`config.mk`:
```
export PLATFORM = sky130hd
export DESIGN_NAME = twowire_apb_arbiter
export DESIGN_NICKNAME = d
export VERILOG_FILES = /design/src/rtl/twowire_apb_arbiter_pkg.sv /design/src/rtl/twowire_rr_arb2.sv /design/src/rtl/twowire_apb_arbiter.sv
export SDC_FILE = /design/constraint.sdc
export NUM_CORES = 1
export LEC_CHECK = 0
export ABC_AREA = 1
export BUFFER_PORTS_ARGS = -buffer_cell sky130_fd_sc_hd__buf_2
export CORE_AREA = 2 2 91 93
export CTS_CLUSTER_DIAMETER = 150
export DETAILED_ROUTE_END_ITERATION = 16
export DIE_AREA = 0 0 93 95
export HOLD_SLACK_MARGIN = 0.1
export PLACE_DENSITY = 0.79
export SYNTH_ARGS = -nofsm -noshare
export SYNTH_HDL_FRONTEND = slang
export SYNTH_HIERARCHICAL = 1
export SYNTH_SLANG_ARGS = --single-unit
```
`constraint.sdc`:
```
create_clock -name dck -period 3.07 [get_ports dck]
set_clock_uncertainty 0.1 [all_clocks]
set_input_delay 0.921 -clock dck [delete_from_list [all_inputs] [get_ports dck]]
set_output_delay 0.921 -clock dck [all_outputs]
set_load 0.03 [all_outputs]
```
`src/rtl/twowire_apb_arbiter_pkg.sv`:
```
// Shared definitions for the two-requester APB3 arbiter.
// Holds the FSM state encoding and the debug-protocol data width.
// Latency / backpressure: none (declarations only).
package twowire_apb_arbiter_pkg;

   // The debug protocol fixes the data path at 32 bits.
   localparam int W_DATA = 32;

   typedef enum logic [1:0] {
      S_IDLE   = 2'd0,
      S_SETUP  = 2'd1,
      S_ACCESS = 2'd2
   } state_t;

endpackage

```
`src/rtl/twowire_rr_arb2.sv`:
```
// Two-way round-robin picker: on a tie the requester that did not win last time wins.
// Latency: purely combinational, zero cycles.
// Backpressure: none; the caller decides when to sample gnt_idx.
//
// Ports:
//   req[1:0]  request vector, bit N = requester N
//   last      index of the most recently served requester
//   gnt_idx   index of the chosen requester (0 when nothing is requested)
//   any       at least one request present
module twowire_rr_arb2
   import twowire_apb_arbiter_pkg::*;
(
   input  logic [1:0] req,
   input  logic       last,
   output logic       gnt_idx,
   output logic       any
);

   always_comb begin
      any = |req;
      if (req == 2'b11) begin
         gnt_idx = ~last;
      end else begin
         // Single requester (or none): bit 1 alone selects index 1, anything else index 0.
         gnt_idx = req[1];
      end
   end

endmodule

```
`src/rtl/twowire_apb_arbiter.sv`:
```
// Shares one downstream APB3 bus between two upstream APB3 masters, round-robin.
// Latency: lone request sampled in idle completes 2 cycles later at best; 3 cycles per downstream transfer minimum.
// Backpressure: the loser sees pready=0 and stalls in its access phase; downstream wait states stall the granted master.
//
// Ports:
//   dck, drst_n          clock, asynchronous active-low reset
//   s0_*, s1_*           upstream APB3 completer ports (requester 0 / requester 1)
//   dst_*                downstream APB3 requester port, driven only from registered copies
//   grant                index of the current or last-granted requester (observability)
module twowire_apb_arbiter
   import twowire_apb_arbiter_pkg::*;
#(
   parameter int W_ADDR = 8,
   parameter int W_DATA = 32
) (
   input  logic              dck,
   input  logic              drst_n,

   input  logic [W_ADDR-1:0] s0_paddr,
   input  logic              s0_psel,
   input  logic              s0_penable,
   input  logic              s0_pwrite,
   input  logic [W_DATA-1:0] s0_pwdata,
   output logic              s0_pready,
   output logic              s0_pslverr,
   output logic [W_DATA-1:0] s0_prdata,

   input  logic [W_ADDR-1:0] s1_paddr,
   input  logic              s1_psel,
   input  logic              s1_penable,
   input  logic              s1_pwrite,
   input  logic [W_DATA-1:0] s1_pwdata,
   output logic              s1_pready,
   output logic              s1_pslverr,
   output logic [W_DATA-1:0] s1_prdata,

   output logic [W_ADDR-1:0] dst_paddr,
   output logic              dst_psel,
   output logic              dst_penable,
   output logic              dst_pwrite,
   output logic [W_DATA-1:0] dst_pwdata,
   input  logic              dst_pready,
   input  logic              dst_pslverr,
   input  logic [W_DATA-1:0] dst_prdata,

   output logic              grant
);

   // Elaboration-time parameter checks.
   generate
      if (W_DATA != twowire_apb_arbiter_pkg::W_DATA) begin : g_bad_wdata
         $error("twowire_apb_arbiter: W_DATA must be 32");
      end
      if ((W_ADDR < 8) || ((W_ADDR % 8) != 0)) begin : g_bad_waddr
         $error("twowire_apb_arbiter: W_ADDR must be a non-zero multiple of 8");
      end
   endgenerate

   state_t state;
   logic   last_grant;
   logic   win_idx;
   logic   win_any;

   twowire_rr_arb2 u_rr (
      .req     ({s1_psel, s0_psel}),
      .last    (last_grant),
      .gnt_idx (win_idx),
      .any     (win_any)
   );

   // Single FSM; every dst_* output is a register so downstream timing never
   // depends on upstream combinational paths. last_grant resets to 1 so that
   // requester 0 wins the first tie.
   always_ff @(posedge dck or negedge drst_n) begin
      if (!drst_n) begin
         state       <= S_IDLE;
         grant       <= 1'b0;
         last_grant  <= 1'b1;
         dst_paddr   <= '0;
         dst_psel    <= 1'b0;
         dst_penable <= 1'b0;
         dst_pwrite  <= 1'b0;
         dst_pwdata  <= '0;
      end else begin
         case (state)
            S_IDLE: begin
               if (win_any) begin
                  // Capture the winner's request; it stays frozen until completion.
                  dst_paddr   <= win_idx ? s1_paddr  : s0_paddr;
                  dst_pwrite  <= win_idx ? s1_pwrite : s0_pwrite;
                  dst_pwdata  <= win_idx ? s1_pwdata : s0_pwdata;
                  grant       <= win_idx;
                  dst_psel    <= 1'b1;
                  dst_penable <= 1'b0;
                  state       <= S_SETUP;
               end
            end
            S_SETUP: begin
               dst_penable <= 1'b1;
               state       <= S_ACCESS;
            end
            S_ACCESS: begin
               // Completes even if the granted master dropped psel; its
               // response is simply discarded by the pready gating below.
               if (dst_pready) begin
                  dst_psel    <= 1'b0;
                  dst_penable <= 1'b0;
                  last_grant  <= grant;
                  state       <= S_IDLE;
               end
            end
            default: begin
               dst_psel    <= 1'b0;
               dst_penable <= 1'b0;
               state       <= S_IDLE;
            end
         endcase
      end
   end

   // Responses are gated by the requester's own psel/penable so a master that
   // abandoned its transfer never sees a stray pready.
   assign s0_pready  = (state == S_ACCESS) && (grant == 1'b0) && dst_pready
                       && s0_psel && s0_penable;
   assign s1_pready  = (state == S_ACCESS) && (grant == 1'b1) && dst_pready
                       && s1_psel && s1_penable;
   assign s0_pslverr = s0_pready && dst_pslverr;
   assign s1_pslverr = s1_pready && dst_pslverr;
   assign s0_prdata  = dst_prdata;
   assign s1_prdata  = dst_prdata;

endmodule

```
==> out/results.tsv, run 1 <==
stage	metric	value	unit
clock_network	clk_latency	0.29	ns
clock_network	htreeDepth	2	
placement	place_congestion	0.745	
power_and_ir_drop	peakVddDrop	0.000449	V
power_and_ir_drop	p_per_area	991	nW/um^2
finish	area_growth	10.3	%
finish	post-route-util	43.2	%
power_and_ir_drop	p_total	3.39	mW
drt	met1Wirelength	2730	um
logic_synthesis	syn-num-nets	526	
timing	setup-tns-final	0	ns
logic_synthesis	synth.distinct_cells	20	
drt	met3_wirelength	497	um
drt	post_drt_wl_per_cell	11.7	um
drt	wl	6750	um
die	ios	234	
drt	dr.pass1.iters	5	
logic_synthesis	yosysTopAreaCell	dfrtp_1	
logic_synthesis	yosysSeqAreaShare	38.0	%
power_and_ir_drop	seqPwrFrac	31.9	%
timing	fin_ws	0.490	ns
worst_setup_path	r2r_slack	1.40	ns
drt	dr_wl_met2	3350	um
grt	grt_pass1_vias	2307	
grt	track_usage	15.2	%
worst_setup_path	cp_data_required_time	2.05	ns
timing	setup_viol	0	
clock_network	clockBufferDepth	2	
clock_network	path_clk_slew	0.08	ns
die	rows	33	
finish	final_cells	577	
clock_network	hold_buffers	0	
clock_network	cts.root.buffer_cell	clkbuf_8	
worst_setup_path	crit_path_end_kind	primary output	
power_and_ir_drop	p_sw	1.68	mW
timing	period_needed	2.58	ns
power_and_ir_drop	p_leak	2.03	nW
worst_setup_path	reg2reg_to	dst_pwdata[16]	
timing	hold_ws	0.381	ns
finish	final_cell_area	3420	sq um
worst_setup_path	startpoint	dst_pready	
die	die_area	8840	sq um
grt	grt_max_degree	43	
worst_setup_path	path_max_fanout	3	
drt	top_layer	met4	
logic_synthesis	synthTopCellsByCount	nand2_1, nand2_2, buf_4, dfrtp_1, buf_2	
logic_synthesis	synth_cells	404	
clock_network	cts-resized-gates	0	
timing	fin_crit_sh	84.0	%
min_path	holdCritPathClass	reg2reg	
worst_setup_path	start_kind	input pin	
drt	ant_nets	0	
logic_synthesis	syn_area	3100	sq um
logic_synthesis	avgSynthCellArea	7.68	sq um
power_and_ir_drop	swShare	49.5	%
drt	drtIter0Drc	82	
drt	post-route-drc-count	0	
logic_synthesis	netlist.area_leader.share	37.1	%
die	initial_core_util	39.1	%
logic_synthesis	synth_ff_type	dfrtp_1	
finish	antenna_cells	0	
drt	num_vias	2561	
logic_synthesis	synthTopCellsByArea	dfrtp_1, nand2_1, buf_4, nand2_2, buf_12	
finish	multi_input_area	1260	sq um
power_and_ir_drop	pwr-share-clk	13.0	%
die	core	7930	sq um
worst_setup_path	criticalPathCategory	in2out	
logic_synthesis	ys_ff_latch	47	
finish	layout.nets	593	
flow_run	drv_cap	0	
grt	grt_pass1_wl	10800	um
placement	place_area	3310	sq um
worst_setup_path	critPathCapture	s0_pslverr	
die	fp.dieW	93	um
drt	vias_per_cell	4.44	
placement	place.port_buffers	137	
clock_network	cts_tree	yes	
placement	place_ws	0.490	ns
timing	max_freq	388	MHz
placement	place_inst	569	
power_and_ir_drop	pwr-share-comb	55.2	%
worst_setup_path	reg2regPathDepth	6	
power_and_ir_drop	p_int	1.71	mW
logic_synthesis	yosysWarnings	6	
finish	seq_area	1180	sq um
grt	antenna_found_initial	0	
timing	slew_headroom	53.3	%
timing	hold_viol_final	0	
status	status	complete, no violations	
logic_synthesis	synth_edf_count	0	
clock_network	cts_setup_buffers	0	
timing	tightest_slew	0.700	ns
clock_network	cts_buffers	5	
die	die_h	95	um
timing	drv_slew	0	
worst_setup_path	worstPathArrival	1.56	ns
placement	hpwl	4950	um
finish	drive_above_1_share	49.2	%
clock_network	cts.sinks	47	
timing	rsz0062_at_grt	false	
logic_synthesis	ys_async_sr_fraction	100	%
logic_synthesis	synth.most_common_cell	nand2_1	
worst_setup_path	rr_startpoint	last_grant	
finish	fillers	840	
grt	grt_overflow	0	
## power by group through the flow
stage | sequential (mW) | clock (mW) | combinational (mW)
2_1_floorplan | 1.61 | 0 | 1.12
3_3_place_gp | 1.08 | 0 | 1.86
3_5_place_dp | 1.09 | 0 | 1.90
4_1_cts | 1.08 | 0.467 | 1.90
5_1_grt | 1.12 | 0.487 | 2.05
6_report | 1.08 | 0.439 | 1.87
## how the worst min path moves through the flow
| stage | start | to | cells after the start |
|---|---|---|---|
| 2_1_floorplan | last_grant | last_grant | 2 |
| 3_5_place_dp | dst_psel | dst_psel | 2 |
| 4_1_cts | dst_psel | dst_psel | 2 |
| 5_1_grt | dst_pwdata[28] | dst_pwdata[28] | 2 |
| 3_3_place_gp | dst_pwdata[13] | dst_pwdata[13] | 2 |
| 6_report | dst_psel | dst_psel | 2 |
## layer usage
metal  vias to the layer above  GRT usage, %
met1                      1149          17.6
li1                       1278             -
met4                         0          6.62
met3                        24          4.23
met2                       110          26.4
met5                         -             0
## layout make-up
| cell class | instances | share of cell area [%] |
|---|---|---|
| clock buffers | 7 | 2.23 |
| clock inverters | 1 | 0.878 |
| inverters | 7 | 0.988 |
| multi-input cells | 269 | 36.7 |
| flip-flops and latches | 47 | 34.4 |
| well taps | 105 | 3.84 |
| repair buffers | 141 | 20.9 |
## registers in the layout, summed over array words and instances, names as in the netlist
name         count
dst_pwrite       1
state            2
last_grant       1
dst_paddr        8
grant            1
dst_penable      1
dst_pwdata      32
dst_psel         1
## placed cells by master (no fill, tap or decap)
cell	count
inv_2	3
o21bai_1	1
clkbuf_1	2
dfrtp_1	46
bufinv_16	1
dfstp_2	1
nand3_4	1
inv_8	1
nand2_2	78
nor3_1	2
nand2_1	175
nor2_1	2
nand3b_1	2
clkbuf_8	5
or2_1	1
a21oi_4	1
buf_2	137
buf_4	4
o21ai_0	2
a21oi_1	2
inv_1	3
nand3_1	1
nand4_1	1
## critical path: stages
cell	delay [ns]
buf_2	0.10
nand3_1	0.13
nor3_1	0.19
buf_2	0.22
## cell families after synthesis
kind of cell           count (synthesis)  share of synthesized area (%)
DFF                                   47                           38.0
and+or+nand+nor                      263                           39.1
buffers and inverters                 88                           21.9
AOI/OAI and AO/OA                      6                           1.05
(Power assumes the default switching activity.)
==> run 2, diff against run 1 <==
--- a/config.mk
+++ b/config.mk
@@ -7,12 +7,11 @@
 export LEC_CHECK = 0
 export ABC_AREA = 1
 export BUFFER_PORTS_ARGS = -buffer_cell sky130_fd_sc_hd__buf_2
-export CORE_AREA = 2 2 91 93
+export CORE_UTILIZATION = 37
 export CTS_CLUSTER_DIAMETER = 150
 export DETAILED_ROUTE_END_ITERATION = 16
-export DIE_AREA = 0 0 93 95
 export HOLD_SLACK_MARGIN = 0.1
-export PLACE_DENSITY = 0.79
+export PLACE_DENSITY = 0.78
 export SYNTH_ARGS = -nofsm -noshare
 export SYNTH_HDL_FRONTEND = slang
 export SYNTH_HIERARCHICAL = 1
==> constraint.sdc (replaced) <==
create_clock -name dck -period 2.35 [get_ports dck]
set_clock_uncertainty 0.1 [all_clocks]
set_input_delay 0.705 -clock dck [delete_from_list [all_inputs] [get_ports dck]]
set_output_delay 0.705 -clock dck [all_outputs]
set_load 0.03 [all_outputs]
==> run 2 against run 1 <==
Power grew 27%; final area shrank 0.15%; count of clock-buffer cells in the layout unchanged; combinational power up 30%; non-clock buffer count increased by 1; critical endpoint unchanged.
==> out/results.tsv, run 2 (synthesis gave the netlist of run 1 again) <==
stage	metric	value	unit
worst_setup_path	start_kind	flop	
worst_setup_path	path_max_fanout	5	
die	ios	234	
flow_run	drv_cap	0	
clock_network	cts-resized-gates	0	
worst_setup_path	cp_slowest_cell	dfrtp_1	
finish	reg_top3	dst_pwdata x32, dst_paddr x8, state x2	
placement	hpwl	4770	um
die	core	8180	sq um
timing	rsz0062_at_grt	false	
power_and_ir_drop	p_per_area	1260	nW/um^2
drt	drtIter0Drc	66	
die	rows	33	
finish	layout_commonest_cell	nand2_1	
grt	antenna_found_initial	0	
power_and_ir_drop	peakVddDrop	0.000716	V
power_and_ir_drop	swShare	50.5	%
grt	grt_overflow	0	
grt	grt_pass1_wl	10200	um
clock_network	clockBufferDepth	2	
drt	dr.pass1.iters	4	
timing	setup-tns-final	0	ns
timing	hold_viol_final	0	
status	status	complete, no violations	
worst_setup_path	worstPathArrival	1.37	ns
die	die_h	93.6	um
drt	post-route-drc-count	0	
drt	num_vias	2541	
drt	post_drt_wl_per_cell	11.1	um
finish	largest_register_ffs	32	
timing	max_freq	460	MHz
clock_network	clk_latency	0.29	ns
placement	place_congestion	0.709	
timing	slew_headroom	53.4	%
grt	grt_pass1_vias	2274	
clock_network	htreeDepth	2	
drt	ant_nets	0	
timing	hold_ws	0.291	ns
die	fp.dieW	93.6	um
power_and_ir_drop	p_sw	2.17	mW
drt	wl	6410	um
clock_network	cts.root.buffer_cell	clkbuf_8	
worst_setup_path	crit_chain	inv_2 > nand3_1 > nor3_1 > buf_2	
power_and_ir_drop	p_leak	2.03	nW
clock_network	cts_buffers	5	
power_and_ir_drop	p_total	4.31	mW
power_and_ir_drop	seqPwrFrac	32.9	%
finish	regMostFlops	dst_pwdata	
clock_network	hold_buffers	0	
timing	fin_crit_sh	92.5	%
clock_network	cts_tree	yes	
worst_setup_path	criticalPathCategory	reg2out	
finish	layout.nets	594	
die	initial_core_util	37.9	%
finish	fillers	859	
finish	drive_above_1_share	49.3	%
clock_network	cts.sinks	47	
timing	drv_slew	0	
power_and_ir_drop	pwr-share-comb	56.5	%
placement	place.port_buffers	137	
timing	tightest_slew	0.698	ns
worst_setup_path	cp_data_required_time	1.54	ns
worst_setup_path	crit_path_end_kind	primary output	
finish	area_growth	10.1	%
die	die_area	8750	sq um
grt	track_usage	14.6	%
finish	final_cell_mix	nand2_1, buf_2, nand2_2	
finish	post-route-util	41.8	%
min_path	holdCritPathClass	in2async	
timing	setup_viol	0	
clock_network	cts_setup_buffers	0	
power_and_ir_drop	pwr-share-clk	10.6	%
worst_setup_path	max_stage_delay	0.41	ns
grt	grt_max_degree	43	
clock_network	path_clk_slew	0.08	ns
timing	period_needed	2.17	ns
drt	vias_per_cell	4.40	
finish	antenna_cells	0	
power_and_ir_drop	p_int	2.13	mW
[run 2: final cells by class]
type,instances,area [sq um],area share [%]
inverters,7,33.8,0.989
multi-input cells,269,1260,36.8
well taps,105,131,3.85
flip-flops and latches,47,1180,34.5
clock buffers,7,76.3,2.23
clock inverters,1,5.00,0.147
repair buffers,142,736,21.5
[run 2: power groups by stage]
stage | clock, mW | sequential (mW) | combinational (mW)
after floorplan | 0 | 2.11 | 1.47
after global placement | 0 | 1.42 | 2.42
after detailed placement | 0 | 1.43 | 2.46
after CTS | 0.492 | 1.42 | 2.47
after global routing | 0.525 | 1.46 | 2.67
final | 0.457 | 1.42 | 2.43
[run 2: per-stage QoR]
| step | worst slack (ns) | cells | cell area, sq um |
|---|---|---|---|
| finish | 0.177 | 578 | 3420 |
| detailed placement | 0.175 | 570 | 3330 |
| CTS | 0.151 | 578 | 3420 |
| global route | 0.0771 | 578 | 3420 |
| floorplan | 0.0346 | 404 | 3100 |
| global placement | 0.219 | 570 | 3330 |
[run 2: worst paths after layout]
check / start / end / slack [ns] / cells past startpoint
hold reg to reg: dst_pwrite / dst_pwrite / 0.39 / 2
max in group asynchronous: drst_n / dst_pwdata[21] / 1.33 / 2
hold / removal: drst_n / dst_paddr[1] / 0.29 / 1
setup reg to reg: last_grant / dst_pwdata[26] / 0.69 / 6
min in group dck: dst_pwrite / dst_pwrite / 0.39 / 2
setup / recovery: state[0] / s0_pslverr / 0.18 / 4
[run 2: critical path: cells and delay by family, from the launching register on]
family,cells,cell delay (ns)
AND/OR/NAND/NOR,2,0.32
flip-flops,1,0.41
buffers and inverters,2,0.35
[run 2: per-layer routing]
metal  global-route usage, %  vias up  share of wire, %
li1                        -     1280                 -
met1                    16.9     1130                42
met2                    25.4      111                48
met3                    4.23       20               7.3
met4                    5.51        0               2.0
met5                       0        -                 0
==> run 3, diff against run 2 <==
--- a/config.mk
+++ b/config.mk
@@ -7,7 +7,9 @@
 export LEC_CHECK = 0
 export ABC_AREA = 1
 export BUFFER_PORTS_ARGS = -buffer_cell sky130_fd_sc_hd__buf_2
+export CORE_MARGIN = 1.5
 export CORE_UTILIZATION = 37
+export CTS_BUF_LIST = sky130_fd_sc_hd__clkbuf_16
 export CTS_CLUSTER_DIAMETER = 150
 export DETAILED_ROUTE_END_ITERATION = 16
 export HOLD_SLACK_MARGIN = 0.1
==> run 3 against run 2 <==
Sequential cell count did not move; count of clock-buffer cells in the layout shrank 2; sequential power about the same; fmax shrank 0.38%; clock power up 42%; critical endpoint unchanged; highest routed layer unchanged; first-iteration DRC count shrank 9.1%; routed wire length grew 2.4%; worst hold slack improved by 0.025 ns.
==> out/results.tsv, run 3 (synthesis gave the netlist of run 1 again) <==
stage	metric	value	unit
clock_network	hold_buffers	0	
grt	grt.busiest_layer	met2	
clock_network	clk_latency	0.28	ns
finish	regMostFlops	dst_pwdata	
timing	drv_slew	0	
power_and_ir_drop	p_leak	2.06	nW
worst_setup_path	criticalPathCategory	reg2out	
grt	grt_pass1_wl	10500	um
drt	drtIter0Drc	60	
power_and_ir_drop	pwr-share-comb	54.4	%
power_and_ir_drop	swShare	48.7	%
power_and_ir_drop	p_int	2.32	mW
timing	fin_ws	0.169	ns
worst_setup_path	max_stage_delay	0.41	ns
die	core	8180	sq um
clock_network	cts_buffers	5	
flow_run	drv_cap	0	
timing	period_needed	2.18	ns
finish	largest_register_ffs	32	
finish	post-route-util	42.5	%
clock_network	cts.sinks	47	
power_and_ir_drop	seqPwrFrac	31.2	%
drt	num_vias	2588	
finish	layout_commonest_cell	nand2_1	
worst_setup_path	start_kind	flop	
power_and_ir_drop	p_total	4.52	mW
drt	ant_nets	0	
worst_setup_path	rr_startpoint	last_grant	
drt	vias_per_cell	4.49	
clock_network	htreeDepth	2	
placement	place.port_buffers	137	
power_and_ir_drop	p_per_area	1300	nW/um^2
die	die_h	94.6	um
min_path	holdCritPathClass	in2async	
drt	wl	6560	um
die	ios	234	
placement	place_inst	569	
finish	drive_above_1_share	48.9	%
worst_setup_path	cp_data_required_time	1.54	ns
timing	tightest_slew	0.693	ns
grt	grt_overflow	0	
clock_network	cts.root.buffer_cell	clkbuf_16	
power_and_ir_drop	pwr-share-clk	14.4	%
placement	place_congestion	0.724	
worst_setup_path	path_max_fanout	5	
worst_setup_path	startpoint	state[0]	
power_and_ir_drop	p_sw	2.20	mW
grt	grt_max_degree	45	
worst_setup_path	crit_path_end_kind	primary output	
grt	antenna_found_initial	0	
clock_network	cts_setup_buffers	0	
drt	dr.pass1.iters	4	
worst_setup_path	cp_slowest_cell	dfrtp_1	
die	fp.dieW	94.6	um
finish	reg_top3	dst_pwdata x32, dst_paddr x8, state x2	
clock_network	cts_tree	yes	
timing	max_freq	458	MHz
grt	grt_util_met3	3.14	%
worst_setup_path	crit_buf_inv	2	
grt	grt_pass1_vias	2431	
timing	setup_viol	0	
timing	rsz0062_at_grt	false	
die	rows	33	
timing	hold_viol_final	0	
finish	antenna_cells	0	
grt	track_usage	14.5	%
placement	hpwl	4860	um
finish	final_cells	577	
timing	fin_crit_sh	92.8	%
worst_setup_path	crit_chain	inv_2 > nand3_1 > nor3_1 > buf_2	
timing	slew_headroom	53.7	%
grt	met2_usage	25.8	%
power_and_ir_drop	peakVddDrop	0.000742	V
clock_network	clockBufferDepth	2	
worst_setup_path	cpLargestDelayFamily	flip-flops	
clock_network	path_clk_slew	0.06	ns
drt	post-route-drc-count	0	
die	die_area	8940	sq um
grt	use_met1	16.8	%
drt	post_drt_wl_per_cell	11.4	um
die	initial_core_util	37.9	%
finish	area_growth	12.1	%
worst_setup_path	worstPathArrival	1.38	ns
status	status	complete, no violations	
finish	layout.nets	593	
placement	place_ws	0.155	ns
clock_network	cts-resized-gates	0	
finish	final_cell_mix	nand2_1, buf_2, nand2_2	
timing	setup-tns-final	0	ns
## run 3: changes by cell type in the layout (fill, tap and decap cells not counted), sizes merged
| cell | previous run | this run |
|---|---|---|
| buf | 142 | 141 |
| clkbuf | 7 | 5 |
| clkinv | 1 | 2 |
| inv | 7 | 8 |
## run 3: power by group through the flow
stage               registers [mW]  clock network (mW)  logic [mW]
global placement              1.41                   0        2.43
finish                        1.41               0.650        2.46
floorplan                     2.11                   0        1.47
global route                  1.46               0.718        2.70
CTS                           1.41               0.687        2.50
detailed placement            1.42                   0        2.50
## run 3: area by class of cell
| class | count | area, sq um |
|---|---|---|
| Sequential cell | 47 | 1180 |
| Clock buffer | 5 | 125 |
| Clock inverter | 3 | 11.3 |
| Timing Repair Buffer | 141 | 741 |
| Fill cell | 837 | 4700 |
| Multi-Input combinational cell | 269 | 1260 |
| Tap cell | 105 | 131 |
| Inverter | 7 | 33.8 |
## run 3: layer usage
metal	share of wire [%]	routed length, um
met5	0	0
met4	1.9	123
met3	7.0	460
met2	51	3320
met1	41	2660
## run 3: final timing paths
| kind | endpoint | slack, ns | cells after the start |
|---|---|---|---|
| min in group dck | dst_pwdata[14] | 0.37 | 2 |
| worst max register to register | dst_pwdata[20] | 0.66 | 6 |
| max in group asynchronous | dst_pwdata[23] | 1.31 | 2 |
| worst max-delay path | s0_pslverr | 0.17 | 4 |
| worst min register to register | dst_pwdata[14] | 0.37 | 2 |
| worst min-delay path | dst_pwdata[0] | 0.32 | 1 |
## run 3: per-stage QoR
step	hold WS (ns)	instance area, sq um
5_1_grt	0.354	3480
3_5_place_dp	0.361	3340
2_1_floorplan	0.309	3100
4_1_cts	0.326	3480
3_3_place_gp	0.366	3340
6_report	0.316	3480
